<file path="config.mk">
export PLATFORM = sky130hd
export DESIGN_NAME = rescale_sequencer
export DESIGN_NICKNAME = d
export VERILOG_FILES = /design/src/rtl/rescale_pkg.sv /design/src/rtl/pixel_addr_counter.sv /design/src/rtl/rescale_sequencer.sv
export SDC_FILE = /design/constraint.sdc
export NUM_CORES = 1
export LEC_CHECK = 0
export CORE_ASPECT_RATIO = 2
export CORE_UTILIZATION = 48
export DETAILED_ROUTE_END_ITERATION = 12
export PLACE_DENSITY = 0.75
export SETUP_SLACK_MARGIN = 0.05
export SKIP_CTS_REPAIR_TIMING = 1
export SYNTH_ARGS = -nofsm -noshare
export SYNTH_HDL_FRONTEND = slang
export SYNTH_SLANG_ARGS = --single-unit
export TNS_END_PERCENT = 1
</file>
<file path="constraint.sdc">
create_clock -name clock -period 11.1 [get_ports clock]
set_input_delay 3.33 -clock clock [delete_from_list [all_inputs] [get_ports clock]]
set_output_delay 3.33 -clock clock [all_outputs]
set_load 0.05 [all_outputs]
</file>
<file path="src/rtl/rescale_pkg.sv">
// -----------------------------------------------------------------------------
// rescale_pkg
//  Shared definitions for the convolution->rescale frame controller.
//  - DEF_NB_* : default widths (pixel, size counters, RAM address)
//  - state_t  : 3-bit FSM encoding, also exported on the debug state output
//  - range_width() : width of the unsigned max-min range for a pixel width
// -----------------------------------------------------------------------------
package rescale_pkg;

  localparam int DEF_NB_PIXEL = 19;
  localparam int DEF_NB_COUNT = 32;
  localparam int DEF_NB_ADDR  = 18;

  typedef enum logic [2:0] {
    ST_IDLE  = 3'd0,
    ST_CLEAR = 3'd1,
    ST_WRITE = 3'd2,
    ST_LATCH = 3'd3,
    ST_READ  = 3'd4,
    ST_DRAIN = 3'd5,
    ST_DONE  = 3'd6
  } state_t;

  // Difference of two signed N-bit values needs N+1 bits to never overflow.
  function automatic int range_width(input int nb_pixel);
    return nb_pixel + 1;
  endfunction

endpackage

</file>
<file path="src/rtl/pixel_addr_counter.sv">
// -----------------------------------------------------------------------------
// pixel_addr_counter
//  Frame address counter used for both the write pass and the read pass.
//  Ports:
//   clock, reset : rising-edge clock, synchronous active-high reset
//   clear        : synchronous clear to 0 (start of frame)
//   inc          : advance count by one this cycle
//   size         : number of pixels in the frame
//   count        : current address (wraps to 0 after 2^NB_ADDR - 1)
//   last         : count addresses the final pixel of the frame (size-1)
// -----------------------------------------------------------------------------
module pixel_addr_counter
  import rescale_pkg::*;
#(
  parameter int NB_COUNT = DEF_NB_COUNT,
  parameter int NB_ADDR  = DEF_NB_ADDR
) (
  input  logic                clock,
  input  logic                reset,
  input  logic                clear,
  input  logic                inc,
  input  logic [NB_COUNT-1:0] size,
  output logic [NB_ADDR-1:0]  count,
  output logic                last
);

  localparam logic [NB_ADDR-1:0]  ADDR_ONE  = 1;
  localparam logic [NB_COUNT-1:0] COUNT_ONE = 1;

  always_ff @(posedge clock) begin
    if (reset || clear) begin
      count <= '0;
    end else if (inc) begin
      // For a full 2^NB_ADDR frame this wraps to 0 only after the final access.
      count <= count + ADDR_ONE;
    end
  end

  // size is already range-checked to [1, 2^NB_ADDR], so size-1 fits in NB_ADDR bits.
  assign last = ({{(NB_COUNT-NB_ADDR){1'b0}}, count} == (size - COUNT_ONE));

endmodule

</file>
<file path="src/rtl/rescale_sequencer.sv">
// -----------------------------------------------------------------------------
// rescale_sequencer
//  Two-pass frame controller for the convolution->rescale path.
//  Pass 1 stores every convolution result in the result RAM while the external
//  extreme-search block tracks max/min. Between passes the extremes are latched
//  and the range computed. Pass 2 replays the RAM to the rescaler, then pulses
//  o_done.
//  Ports:
//   clock, reset                 : rising-edge clock, synchronous active-high reset
//   i_start, i_imageSize         : frame start pulse and pixel count (IDLE only)
//   i_convValid, i_convValue     : pass-1 pixel stream
//   o_searchReset, o_searchValid : controls to the extreme-search block
//   i_searchMax, i_searchMin     : extremes from the search block
//   o_memWr*                     : registered RAM write port
//   o_memRdEn, o_memRdAddr       : RAM read port (1-cycle read latency)
//   i_rescaleReady, o_rescaleValid : rescaler handshake
//   o_scaleMin, o_scaleRange, o_rangeZero : latched scaling parameters
//   o_busy, o_done, o_error      : status
//   o_state                      : FSM state (debug)
//
//  Rescaler handshake: i_rescaleReady high in cycle N means the rescaler will
//  accept a word in cycle N+1. A read is issued (o_memRdEn) in exactly the READ
//  cycles where i_rescaleReady is high, and the RAM data is presented with
//  o_rescaleValid one cycle later. No word is presented without a prior ready,
//  and a stall (ready low) freezes the read address.
// -----------------------------------------------------------------------------
module rescale_sequencer
  import rescale_pkg::*;
#(
  parameter int NB_PIXEL = DEF_NB_PIXEL,
  parameter int NB_COUNT = DEF_NB_COUNT,
  parameter int NB_ADDR  = DEF_NB_ADDR
) (
  input  logic                                 clock,
  input  logic                                 reset,
  input  logic                                 i_start,
  input  logic [NB_COUNT-1:0]                  i_imageSize,
  input  logic                                 i_convValid,
  input  logic signed [NB_PIXEL-1:0]           i_convValue,
  output logic                                 o_searchReset,
  output logic                                 o_searchValid,
  input  logic signed [NB_PIXEL-1:0]           i_searchMax,
  input  logic signed [NB_PIXEL-1:0]           i_searchMin,
  output logic                                 o_memWrEn,
  output logic [NB_ADDR-1:0]                   o_memWrAddr,
  output logic [NB_PIXEL-1:0]                  o_memWrData,
  output logic                                 o_memRdEn,
  output logic [NB_ADDR-1:0]                   o_memRdAddr,
  input  logic                                 i_rescaleReady,
  output logic                                 o_rescaleValid,
  output logic signed [NB_PIXEL-1:0]           o_scaleMin,
  output logic [range_width(NB_PIXEL)-1:0]     o_scaleRange,
  output logic                                 o_rangeZero,
  output logic                                 o_busy,
  output logic                                 o_done,
  output logic                                 o_error,
  output logic [2:0]                           o_state
);

  localparam int NB_RANGE = range_width(NB_PIXEL);
  localparam logic [NB_COUNT:0] SIZE_ONE = 1;
  localparam logic [NB_COUNT:0] MAX_SIZE = SIZE_ONE << NB_ADDR;
  localparam logic [NB_RANGE-1:0] RANGE_ONE = 1;

  state_t state, state_next;

  logic [NB_COUNT-1:0] size_q;
  logic                size_ok;
  logic                start_ok;
  logic                wr_fire, rd_fire;
  logic                wr_last, rd_last;
  logic [NB_ADDR-1:0]  wr_count, rd_count;
  logic                frame_clear;
  logic signed [NB_RANGE-1:0] range_diff;

  assign size_ok     = (i_imageSize != '0) && ({1'b0, i_imageSize} <= MAX_SIZE);
  assign start_ok    = (state == ST_IDLE) && i_start && size_ok;
  assign wr_fire     = (state == ST_WRITE) && i_convValid;
  assign rd_fire     = (state == ST_READ) && i_rescaleReady;
  assign frame_clear = (state == ST_CLEAR);

  // Sign-extend both extremes before subtracting so the full span fits.
  assign range_diff = {i_searchMax[NB_PIXEL-1], i_searchMax}
                    - {i_searchMin[NB_PIXEL-1], i_searchMin};

  pixel_addr_counter #(
    .NB_COUNT (NB_COUNT),
    .NB_ADDR  (NB_ADDR)
  ) u_wr_counter (
    .clock (clock),
    .reset (reset),
    .clear (frame_clear),
    .inc   (wr_fire),
    .size  (size_q),
    .count (wr_count),
    .last  (wr_last)
  );

  pixel_addr_counter #(
    .NB_COUNT (NB_COUNT),
    .NB_ADDR  (NB_ADDR)
  ) u_rd_counter (
    .clock (clock),
    .reset (reset),
    .clear (frame_clear),
    .inc   (rd_fire),
    .size  (size_q),
    .count (rd_count),
    .last  (rd_last)
  );

  // State register.
  always_ff @(posedge clock) begin
    if (reset) begin
      state <= ST_IDLE;
    end else begin
      state <= state_next;
    end
  end

  // Next-state logic.
  always_comb begin
    state_next = state;
    case (state)
      ST_IDLE:  if (start_ok) state_next = ST_CLEAR;
      ST_CLEAR: state_next = ST_WRITE;
      ST_WRITE: if (wr_fire && wr_last) state_next = ST_LATCH;
      ST_LATCH: state_next = ST_READ;
      ST_READ:  if (rd_fire && rd_last) state_next = ST_DRAIN;
      ST_DRAIN: state_next = ST_DONE;
      ST_DONE:  state_next = ST_IDLE;
      default:  state_next = ST_IDLE;
    endcase
  end

  // Combinational outputs decoded from state.
  always_comb begin
    o_searchReset = reset || (state == ST_CLEAR);
    o_searchValid = (state == ST_LATCH);
    o_memRdEn     = rd_fire;
    o_memRdAddr   = rd_count;
    o_busy        = (state != ST_IDLE);
    o_done        = (state == ST_DONE);
    o_state       = state;
  end

  // Registered datapath: write port, read-valid pipe, status pulses, scale latch.
  always_ff @(posedge clock) begin
    if (reset) begin
      size_q         <= '0;
      o_memWrEn      <= 1'b0;
      o_memWrAddr    <= '0;
      o_memWrData    <= '0;
      o_rescaleValid <= 1'b0;
      o_error        <= 1'b0;
      o_scaleMin     <= '0;
      o_scaleRange   <= '0;
      o_rangeZero    <= 1'b0;
    end else begin
      o_memWrEn      <= wr_fire;
      o_rescaleValid <= rd_fire;
      o_error        <= (state == ST_IDLE) && i_start && !size_ok;

      if (wr_fire) begin
        o_memWrAddr <= wr_count;
        o_memWrData <= i_convValue;
      end

      if (start_ok) begin
        size_q <= i_imageSize;
      end

      if (state == ST_CLEAR) begin
        o_scaleMin   <= '0;
        o_scaleRange <= '0;
        o_rangeZero  <= 1'b0;
      end else if (state == ST_LATCH) begin
        o_scaleMin <= i_searchMin;
        // A flat frame (or an inconsistent max<min) is reported as range 0;
        // the range output is forced to 1 so the rescaler never divides by 0.
        if (range_diff[NB_RANGE-1] || (range_diff == '0)) begin
          o_scaleRange <= RANGE_ONE;
          o_rangeZero  <= 1'b1;
        end else begin
          o_scaleRange <= range_diff;
          o_rangeZero  <= 1'b0;
        end
      end
    end
  end

endmodule

</file>
==> Implementation_results.wiki <==
{| class="wikitable"
! Metric !! Value
|-
| End point of the most critical hold path || o_memWrData[8]$_SDFFE_PP0P_
|-
| Count of final max-slew check failures || 0
|-
| Number of CTS-inserted buffers || 17
|-
| Fraction of layout cells with a size suffix above 1 || 5.12%
|-
| Count of clock tree sinks || 151
|-
| Cells on Worst Hold Path || 2
|-
| Terminus of the critical flop-to-flop path || o_state[0]$_SDFFE_PP0P_
|-
| Vias in the first global route || 7483
|-
| Largest clock skew in the final design || 7.43 ps
|-
| Die area || 0.0169 mm²
|-
| Die outline height || 183 µm
|-
| Total Neg Setup Slack || 0 ps
|-
| Outcome || completed
|-
| Number of distinct library cell variants in the gate-level netlist after synthesis || 70
|-
| Die X || 92.4 µm
|-
| Clock slew at the register clock pins of the worst setup and hold paths || 60 ps
|-
| Seq pwr share || 44.7%
|-
| Placed insts || 1340
|-
| Fin crit share || 79.4%
|-
| Number of iterations in the first detailed-routing pass || 5
|-
| Antenna-violating nets left || 0
|-
| Internal power || 0.916 mW
|-
| Total count of hold-check failures in the final report || 0
|-
| Depth of the worst register-to-register path || 10
|-
| Synthesized flop and latch total || 151
|-
| Critical-path maximum fanout || 6
|-
| Pwr Total || 1.21 mW
|-
| Rel. slew slack || 27.7%
|-
| Fraction of power spent switching nets || 24.5%
|-
| Count of fill cells added during filler insertion || 1388
|-
| Effective utilization at floorplan || 49.4%
|-
| Root Buffer || clkbuf_16
|-
| Clock period minus final worst setup slack || 8810 ps
|-
| Worst voltage drop across the vdd grid || 101 µV
|-
| Count of endpoints failing setup in the final report || 0
|-
| Beginning of the worst register-to-register path || size_q[0]$_SDFFE_PP0P_
|-
| CTS H-tree depth || 4
|-
| Global-route wire length before repair || 37200 µm
|-
| GRT Residual Overflow || 0
|-
| Number of instances in the synthesized netlist || 990
|-
| Number of violations reported at the end of detailed-routing iteration 0 || 302
|-
| Peak clock frequency supported by timing || 113 MHz
|-
| Logic gate share of total power || 10.6%
|-
| Endpoint class of the critical path || output pin
|-
| Async SR Flop Fraction || 0%
|-
| CTS tree || yes
|-
| Number of warning messages in the yosys log || 0
|-
| Static Leakage || 3.85 nW
|-
| Switching pwr || 0.297 mW
|-
| Worst EP arrival || 5480 ps
|-
| Overall Global Routing Usage || 28.6%
|-
| Proportion of synthesized chip area in sequential cells || 38.6%
|-
| Number of top-level pins || 200
|-
| Placed wire-length estimate after detailed placement || 17800 µm
|-
| Actual transition at the worst max-transition pin || 1080 ps
|-
| Non-Filler Cell Area, Final || 0.0105 mm²
|-
| Cell Area, Placed || 0.00992 mm²
|-
| Reported max-cap violation count || 0
|-
| Clk_lat worst skew || 420 ps
|-
| Count of flip-flops with a built-in enable after synthesis || 0
|-
| WS Path Type || input port to output pin
|-
| Number of remaining DRC errors || 0
|-
| Area growth syn-to-layout || 33.5%
|-
| Synthesized area per cell || 7.92 µm²
|-
| Buffers from clock root to sink, at most || 2
|-
| Mapped Nets || 1107
|-
| Post-DR vias/cell || 5.47
|-
| CORE AREA || 0.0159 mm²
|-
| Register-to-Register Setup Slack || 7850 ps
|-
| Maximum number of pins on one net before global-route repair || 67
|-
| Number of port buffers || 199
|-
| Number of rows created at floorplan || 65
|-
| Number of standard cells in the final layout excluding fillers || 1372
|-
| Ant. Diodes || 0
|-
| Req. time, crit path || 7770 ps
|-
| Min-delay src || o_memWrData[8]$_SDFFE_PP0P_
|-
| Launching element type of the critical path || input port
|-
| Top flip-flop cell by instance count after synthesis || dfxtp_1
|-
| Unrepaired setup endpoints after global routing || no
|-
| Count of nets after finishing || 1275
|-
| Total Routed Length || 23700 µm
|-
| Clock group share of total power || 44.7%
|-
| Path class of the lowest-slack min-delay path || flop to flop
|-
| Average detailed-routed wire length per instance || 17.3 µm
|-
| Pwr/cell area || 116 mW/mm²
|-
| Cell area after technology mapping || 0.00784 mm²
|-
| Final weighted congestion of routability-driven global placement || 0.969
|-
| Total vias in the final route || 7506
|-
| Number of antenna violations at the first check in global routing || 0
|}
==> per-stage QoR <==
step | hold slack [ps] | util [%] | worst slack, ps
floorplan | 421 | - | 3010
global placement | 434 | 62.5 | 2340
detailed placement | 438 | 62.5 | 2270
CTS | 454 | 66.0 | 2270
global route | 462 | 66.0 | 2200
finish | 452 | 66.0 | 2290
==> layout make-up <==
class | count | area, µm² | area share, %
Timing Repair Buffer | 206 | 2040 | 19.5
Tap cell | 201 | 251 | 2.40
Clock buffer | 20 | 447 | 4.27
Inverter | 33 | 124 | 1.18
Sequential cell | 151 | 3020 | 28.9
Multi-Input combinational cell | 749 | 4480 | 42.8
Clock inverter | 12 | 105 | 1.00
==> synth_stat cells, types with 5 or more instances <==
cell type | instances | area [µm²]
a211oi_1 | 6 | 45.0
a21o_1 | 9 | 67.6
a21oi_1 | 104 | 521
a22o_1 | 16 | 140
a31oi_1 | 5 | 31.3
and2_1 | 15 | 93.8
and3_1 | 12 | 75.1
buf_2 | 5 | 25.0
clkbuf_1 | 47 | 176
dfxtp_1 | 151 | 3020
ha_1 | 22 | 275
inv_1 | 33 | 124
nand2_1 | 193 | 724
nand2b_1 | 8 | 50.1
nand3_1 | 22 | 110
nand3b_1 | 6 | 45.0
nand4_1 | 10 | 62.6
nor2_1 | 74 | 278
nor3_1 | 16 | 80.1
nor3b_1 | 5 | 37.5
nor4_1 | 14 | 87.6
o211ai_1 | 7 | 52.6
o21ai_0 | 29 | 145
or2_2 | 5 | 31.3
or3_1 | 8 | 50.1
xnor2_1 | 52 | 455
xor2_1 | 46 | 403
==> per-layer routing <==
metal  track usage, %  vias up  wire [µm]
li1                 -     3727          -
met1             26.1     3466       7990
met2             55.4      232      13200
met3             5.56       81       1110
met4             18.8        0       1410
met5                0        -          0
==> flip-flops by register name, indices dropped and copies added (netlist names), 3 cells and up <==
| name | cells |
|---|---|
| u_rd_counter.count | 18 |
| o_scaleMin | 19 |
| o_memWrAddr | 18 |
| size_q | 32 |
| o_memWrData | 19 |
| u_wr_counter.count | 18 |
| o_state | 3 |
| o_scaleRange | 20 |
==> power groups by stage <==
stage	Sequential [mW]	Combinational, mW	Clock [mW]
final	0.542	0.129	0.542
after floorplan	0.555	0.0695	0
after global routing	0.542	0.140	0.575
after CTS	0.542	0.128	0.550
after global placement	0.554	0.126	0
after detailed placement	0.554	0.127	0
==> cells by family after synthesis <==
logic type | count (synthesis) | synth area share, %
muxes | 6 | 0.798
buffers and inverters | 90 | 4.48
adders and majority gates | 23 | 3.77
xor gates and xnor gates | 98 | 10.9
DFF | 151 | 38.6
AOI/OAI and AO/OA | 206 | 16.0
and+or+nand+nor | 416 | 25.4
==> placed cells by master, fill, tap and decap left out, types with 29 or more instances in the layout <==
master / Yosys / final
a21oi_1: 104 / 104
clkdlybuf4s50_1: 0 / 198
dfxtp_1: 151 / 151
inv_1: 33 / 33
nand2_1: 193 / 193
nor2_1: 74 / 74
o21ai_0: 29 / 29
xnor2_1: 52 / 52
xor2_1: 46 / 46
==> worst max-delay path, stage by stage <==
cell and delay, ps:
clkdlybuf4s50_1 460, nand2_1 60, nor3_1 680, clkdlybuf4s50_1 950
==> worst max-delay path by stage <==
stage | startpoint | endpoint | slack [ps] | cells past startpoint
detailed placement | i_rescaleReady | o_memRdEn | 2270 | 4
finish | i_rescaleReady | o_memRdEn | 2290 | 4
global route | i_rescaleReady | o_memRdEn | 2200 | 4
global placement | i_rescaleReady | o_memRdEn | 2340 | 4
CTS | i_rescaleReady | o_memRdEn | 2270 | 4
floorplan | i_rescaleReady | o_memRdEn | 3010 | 2
(Power assumes the default switching activity.)
